$ cat src/rtl/smii_phy_end.sv
`default_nettype none
// ============================================================================
// Module   : smii_phy_end
// Brief    : PHY-side SMII segment engine: TX segment decode, RX segment
//            generation with 10M repetition, sync alignment tracking.
// Revision : 1.0 - initial release
// ============================================================================
module smii_phy_end (
    input  logic       smii_ref_clk,
    input  logic       rst,
    input  logic       cfg_speed,
    input  logic       cfg_duplex,
    input  logic       cfg_link,
    input  logic       smii_sync,
    input  logic       smii_txd,
    output logic       smii_rxd,
    output logic       locked,
    output logic       sync_err,
    output logic       tx_valid,
    output logic [7:0] tx_data,
    output logic       tx_err,
    output logic       tx_frame,
    input  logic       rx_valid,
    input  logic [7:0] rx_data,
    input  logic       rx_crs,
    output logic       rx_ready
);

    localparam logic [3:0] LAST_BIT = 4'd9;
    localparam logic [3:0] LAST_SEG = 4'd9;

    logic       sync_q, txd_q;
    logic       locked_q, locked_d;
    logic [3:0] bit_cnt_q, bit_cnt_d;
    logic [3:0] seg_cnt_q, seg_cnt_d;
    logic       speed_q, speed_d;
    logic [8:0] tx_sreg_q, tx_sreg_d;
    logic       tx_valid_q, tx_valid_d;
    logic [7:0] tx_data_q, tx_data_d;
    logic       tx_err_q, tx_err_d;
    logic       tx_frame_q, tx_frame_d;
    logic       sync_err_q, sync_err_d;
    logic [9:0] rx_seg_q, rx_seg_d;
    logic       rxd_q, rxd_d;

    logic       seg_wrap;
    logic       decode;
    logic       load;

    // bit_cnt_d is the segment position of the bit currently held in txd_q
    always_comb begin
        seg_wrap   = (bit_cnt_q == LAST_BIT);
        bit_cnt_d  = (sync_q || seg_wrap) ? 4'd0 : bit_cnt_q + 4'd1;
        locked_d   = locked_q | sync_q;
        sync_err_d = sync_q & locked_q & ~seg_wrap;

        speed_d   = speed_q;
        seg_cnt_d = seg_cnt_q;
        if (seg_wrap) begin
            speed_d = cfg_speed;
            if (cfg_speed || speed_q) begin
                seg_cnt_d = 4'd0;
            end else begin
                seg_cnt_d = (seg_cnt_q == LAST_SEG) ? 4'd0 : seg_cnt_q + 4'd1;
            end
        end
    end

    always_comb begin
        tx_sreg_d = tx_sreg_q;
        for (int i = 0; i < 9; i++) begin
            if (bit_cnt_d == i[3:0]) begin
                tx_sreg_d[i] = txd_q;
            end
        end

        decode     = locked_q & (bit_cnt_d == LAST_BIT) & (seg_cnt_q == 4'd0);
        tx_valid_d = decode & tx_sreg_q[1];
        tx_data_d  = tx_data_q;
        tx_err_d   = tx_err_q;
        tx_frame_d = tx_frame_q;
        if (decode) begin
            tx_frame_d = tx_sreg_q[1];
            if (tx_sreg_q[1]) begin
                tx_data_d = {txd_q, tx_sreg_q[8:2]};
                tx_err_d  = tx_sreg_q[0];
            end
        end
    end

    assign load     = ~rst & locked_q & seg_wrap & (speed_q | (seg_cnt_q == LAST_SEG));
    assign rx_ready = load;

    // Status segment: {1, FC=0, UNV=0, JAB=0, link, duplex, speed, RXER=0, DV=0, CRS}
    always_comb begin
        rx_seg_d = rx_seg_q;
        if (load) begin
            if (rx_valid) begin
                rx_seg_d = {rx_data, 1'b1, rx_crs};
            end else begin
                rx_seg_d = {1'b1, 3'b000, cfg_link, cfg_duplex, cfg_speed, 1'b0, 1'b0, rx_crs};
            end
        end
        rxd_d = locked_q ? rx_seg_d[bit_cnt_d] : 1'b0;
    end

    always_ff @(posedge smii_ref_clk) begin
        if (rst) begin
            sync_q     <= 1'b0;
            txd_q      <= 1'b0;
            locked_q   <= 1'b0;
            bit_cnt_q  <= 4'd0;
            seg_cnt_q  <= 4'd0;
            speed_q    <= 1'b0;
            tx_sreg_q  <= 9'd0;
            tx_valid_q <= 1'b0;
            tx_data_q  <= 8'd0;
            tx_err_q   <= 1'b0;
            tx_frame_q <= 1'b0;
            sync_err_q <= 1'b0;
            rx_seg_q   <= 10'd0;
            rxd_q      <= 1'b0;
        end else begin
            sync_q     <= smii_sync;
            txd_q      <= smii_txd;
            locked_q   <= locked_d;
            bit_cnt_q  <= bit_cnt_d;
            seg_cnt_q  <= seg_cnt_d;
            speed_q    <= speed_d;
            tx_sreg_q  <= tx_sreg_d;
            tx_valid_q <= tx_valid_d;
            tx_data_q  <= tx_data_d;
            tx_err_q   <= tx_err_d;
            tx_frame_q <= tx_frame_d;
            sync_err_q <= sync_err_d;
            rx_seg_q   <= rx_seg_d;
            rxd_q      <= rxd_d;
        end
    end

    assign smii_rxd = rxd_q;
    assign locked   = locked_q;
    assign sync_err = sync_err_q;
    assign tx_valid = tx_valid_q;
    assign tx_data  = tx_data_q;
    assign tx_err   = tx_err_q;
    assign tx_frame = tx_frame_q;

endmodule
`default_nettype wire

$ cat config.mk
export PLATFORM = sky130hd
export DESIGN_NAME = smii_phy_end
export DESIGN_NICKNAME = d
export VERILOG_FILES = /design/src/rtl/smii_phy_end.sv
export SDC_FILE = /design/constraint.sdc
export NUM_CORES = 1
export LEC_CHECK = 0
export ABC_AREA = 1
export CAP_MARGIN = 20
export CORE_UTILIZATION = 54
export CTS_BUF_LIST = sky130_fd_sc_hd__clkbuf_8
export DETAILED_ROUTE_END_ITERATION = 12
export PLACE_DENSITY = 0.85
export SETUP_SLACK_MARGIN = 0.5
export SLEW_MARGIN = 0
export SYNTH_ARGS = -nofsm -noshare
export SYNTH_HDL_FRONTEND = slang
export SYNTH_SLANG_ARGS = --single-unit
$ cat constraint.sdc
create_clock -name smii_ref_clk -period 3.2 [get_ports smii_ref_clk]
set_input_delay 0.48 -clock smii_ref_clk [delete_from_list [all_inputs] [get_ports smii_ref_clk]]
set_output_delay 0.48 -clock smii_ref_clk [all_outputs]
set_load 0.03 [all_outputs]
==> summary.log <==
[run_status] run status complete, no violations
[grt] antenna violations before repair 0
[layout] final-stage net count 326
[synth] top cells by area in the synthesized netlist sky130_fd_sc_hd__dfxtp_1 42%, sky130_fd_sc_hd__nand2_1 8.6%, sky130_fd_sc_hd__inv_1 6.1%, sky130_fd_sc_hd__nand3_1 5.7%, sky130_fd_sc_hd__nor2_1 4.8%
[clock_network] TritonCTS Buffers 5
[grt] number of global-route vias before repair 1640
[placement] HPWL reported at the end of detailed placement 3020 um
[clock_network] clock transition time at the flip-flop clock pins of the worst setup and hold paths 0.08 ns
[grt] wire length of the first global-routing pass 7550 um
[worst_setup_path] data arrival time of the worst path 1.94 ns
[floorplan] ports placed on the boundary 32
[pwr] worst voltage drop across the vdd grid 0.000308 V
[worst_hold_path] path class of the lowest-slack min-delay path reg2reg
[sta] total setup violations reported at the end of the flow 0
[clock_network] number of gates resized after CTS 0
[synth] Mean Syn Cell Area 7.72 um^2
[layout] Non-Filler Cell Area, Final 2540 um^2
[worst_setup_path] worst setup path category in2out
[synth] sequential element share of the synthesized area 41.8%
[sta] Least-Margin Pin Slew 0.512 ns
[worst_setup_path] kind of start point of the critical path primary input
[layout] most frequent cells in the layout 48 x sky130_fd_sc_hd__nand2_1, 44 x sky130_fd_sc_hd__dfxtp_1, 34 x sky130_fd_sc_hd__inv_1
[worst_setup_path] instance count on the critical path 7
[clock_network] post-CTS setup buffer count 0
[layout] fraction of layout instances using a drive strength above 1 16.4%
[sta] Pins Over Slew Limit 0
[sta] Worst slew margin 65.8%
[floorplan] initial cell density of the core 57.1%
[floorplan] Core ar. 3690 um^2
[worst_setup_path] Max Fanout on Critical Path 13
[worst_setup_path] family with the most delay on the worst path buffers and inverters
[worst_setup_path] largest stage delay on the critical path 0.43 ns
[layout] leading cell type in the layout, fill and taps excluded sky130_fd_sc_hd__nand2_1
[grt] maximum number of pins on one net before global-route repair 28
[clock_network] cell chosen for the clock root sky130_fd_sc_hd__clkbuf_8
[synth] Synth Register Bits 44
[clock_network] Clock Tree Buf Depth 2
[grt] global router's overall resource usage 23.6%
[synth] Yosys top cell by area sky130_fd_sc_hd__dfxtp_1
[placement] Placed Instance Area 2420 um^2
[detailed_routing] remaining number of nets flagged by the antenna check after routing 0
[clock_network] hold bufs inserted after CTS 0
[grt] global route overflow 0
[layout] total inserted antenna cells 0
[sta] aggregate negative setup slack 0 ns
[run] max-cap check violation count 0
[worst_setup_path] Cell Chain, Critical Path clkdlybuf4s50_1 -> inv_2 -> nand2_2 -> nor2_4 -> nand2_4 -> inv_1 -> buf_4
[synth] Syn Nets 295
[pwr] Pleak 0.000991 uW
[worst_setup_path] critical-path cell with the highest stage delay sky130_fd_sc_hd__clkdlybuf4s50_1
[floorplan] Die Ht 64.5 um
[detailed_routing] DRC Markers 0
[floorplan] die area 4160 um^2
[detailed_routing] initial DRC count 130
[placement] final weighted congestion of routability-driven global placement 0.862
[detailed_routing] routed length per instance 12.2 um
[sta] Fin Clk Skew 0.00401 ns
[worst_setup_path] Worst Reg-to-Reg Cells 12
[sta] fmax 0.414 GHz
[synth] synthesized cell area 2110 um^2
[synth] Post-Syn Instances 273
[worst_setup_path] flop2flop setup slack 0.84 ns
[synth] area share of the largest cell type after synthesis 41.8%
[layout] synthesis-to-finish area growth 20.7%
[clock_network] clock tree from TritonCTS built
[sta] post-route fraction of the period consumed by the critical path 75.6%
[clock_network] deepest level of the CTS H-tree 2
[placement] I/O Buffers 31
[worst_setup_path] Buf+Inv Stages, Crit Path 4
[detailed_routing] total via count in the routed design 1818
[layout] fraction of the core area covered by cells at the end of the flow 69.0%
[floorplan] FP Rows 22
[worst_setup_path] Worst Path Required 2.72 ns
[detailed_routing] first-pass iteration count of the detailed router 4
[detailed_routing] number of vias per cell after detailed routing 5.15
[clock_network] clock network latency to the later pin of the worst-skew pair 0.30 ns
[sta] shortest clock period the worst path allows after layout 2.42 ns
[clock_network] clock sink count 44
[detailed_routing] Routed Wire Length 4290 um
[synth] unique cell type count in the Yosys netlist 30
[worst_hold_path] Worst Hold Path Cells 2
[sta] count of endpoints failing hold in the final timing report 0
[floorplan] die span in x 64.5 um
[pwr] Power per Cell Area 437 nW/um^2
[sta] setup repair after global routing missed its margin no
[synth] number of warnings reported in the yosys synthesis log 0
[layout] layout filler cell count 313
[worst_setup_path] nature of the critical path endpoint primary output
## synth_stat cells
library cell,number
sky130_fd_sc_hd__nand2_1,48
sky130_fd_sc_hd__dfxtp_1,44
sky130_fd_sc_hd__inv_1,34
sky130_fd_sc_hd__nor2_1,27
sky130_fd_sc_hd__nand3_1,24
sky130_fd_sc_hd__a21oi_1,14
sky130_fd_sc_hd__a21oi_2,9
sky130_fd_sc_hd__o21ai_1,9
sky130_fd_sc_hd__o21ai_0,7
sky130_fd_sc_hd__inv_2,6
sky130_fd_sc_hd__nand2_2,6
sky130_fd_sc_hd__ha_1,5
sky130_fd_sc_hd__nor2_2,5
sky130_fd_sc_hd__buf_6,4
sky130_fd_sc_hd__clkbuf_1,4
sky130_fd_sc_hd__o21ai_2,4
sky130_fd_sc_hd__nand3_2,3
sky130_fd_sc_hd__nand4_1,3
sky130_fd_sc_hd__nor2_4,3
sky130_fd_sc_hd__nor3_1,3
sky130_fd_sc_hd__nand3_4,2
sky130_fd_sc_hd__a211oi_1,1
sky130_fd_sc_hd__a21boi_1,1
sky130_fd_sc_hd__nand2_4,1
sky130_fd_sc_hd__nand3b_1,1
sky130_fd_sc_hd__nor2_8,1
sky130_fd_sc_hd__o211ai_1,1
sky130_fd_sc_hd__o21bai_1,1
sky130_fd_sc_hd__xnor2_1,1
sky130_fd_sc_hd__xor2_1,1
## layout make-up
| type | instances | area, um^2 | share of cell area [%] |
|---|---|---|---|
| Timing Repair Buffer | 32 | 315 | 12.4 |
| Sequential cell | 44 | 881 | 34.6 |
| Inverter | 40 | 150 | 5.90 |
| Tap cell | 48 | 60.1 | 2.36 |
| Clock buffer | 6 | 82.6 | 3.25 |
| Multi-Input combinational cell | 181 | 1020 | 39.9 |
| Clock inverter | 2 | 38.8 | 1.52 |
## per-stage QoR
| stage | hold WS, ns | cells | setup slack, ns | power, uW |
|---|---|---|---|---|
| after floorplan | 0.424 | 273 | 1.34 | 638 |
| after global placement | 0.439 | 345 | 0.859 | 675 |
| after detailed placement | 0.445 | 345 | 0.799 | 676 |
| after CTS | 0.458 | 353 | 0.794 | 1120 |
| after global routing | 0.475 | 353 | 0.623 | 1160 |
| final | 0.457 | 353 | 0.782 | 1110 |
## cell families after synthesis
logic type | synth area share, %
AO/OA/AOI/OAI | 14.0
XOR/XNOR | 0.832
adder cells (fa/ha/maj) | 2.97
buffers and inverters | 9.98
flip-flops | 41.8
AND/OR/NAND/NOR | 30.5
## sequential cells by signal, indices dropped and copies added (netlist names)
signal / flops
rx_seg_q: 10
tx_sreg_q: 9
tx_data: 8
bit_cnt_q: 4
seg_cnt_q: 4
locked: 1
smii_rxd: 1
speed_q: 1
sync_err: 1
sync_q: 1
tx_err: 1
tx_frame: 1
tx_valid: 1
txd_q: 1
## routing by layer
| metal | track usage (%) | up-vias | routed length, um |
|---|---|---|---|
| met2 | 38.7 | 46 | 2060 |
| met3 | 5.46 | 4 | 184 |
| met5 | 0 | - | 0 |
| met4 | 6.67 | 0 | 38 |
| li1 | - | 938 | - |
| met1 | 30.8 | 830 | 2010 |
## tightest hold or removal path, cell delays in order (launching register included)
cell and delay (ns):
sky130_fd_sc_hd__dfxtp_1 0.32, sky130_fd_sc_hd__inv_1 0.06, sky130_fd_sc_hd__a21oi_2 0.04
## worst paths after layout
path | start | endpoint
setup / recovery | rst | rx_ready
hold / removal | tx_data[2]$_SDFFE_PP0P_ | tx_data[2]$_SDFFE_PP0P_
setup reg to reg | bit_cnt_q[1]$_SDFF_PP0_ | tx_data[0]$_SDFFE_PP0P_
hold reg to reg | tx_data[2]$_SDFFE_PP0P_ | tx_data[2]$_SDFFE_PP0P_
## power breakdown
group,total [uW],switching (uW),internal (uW),leakage [uW]
registers,563,8.21,554,0.000356
logic,101,60.2,40.9,0.000574
clock network,448,193,255,0.0000614
total,1110,261,851,0.000991
Power figures use the tool's default switching activity.
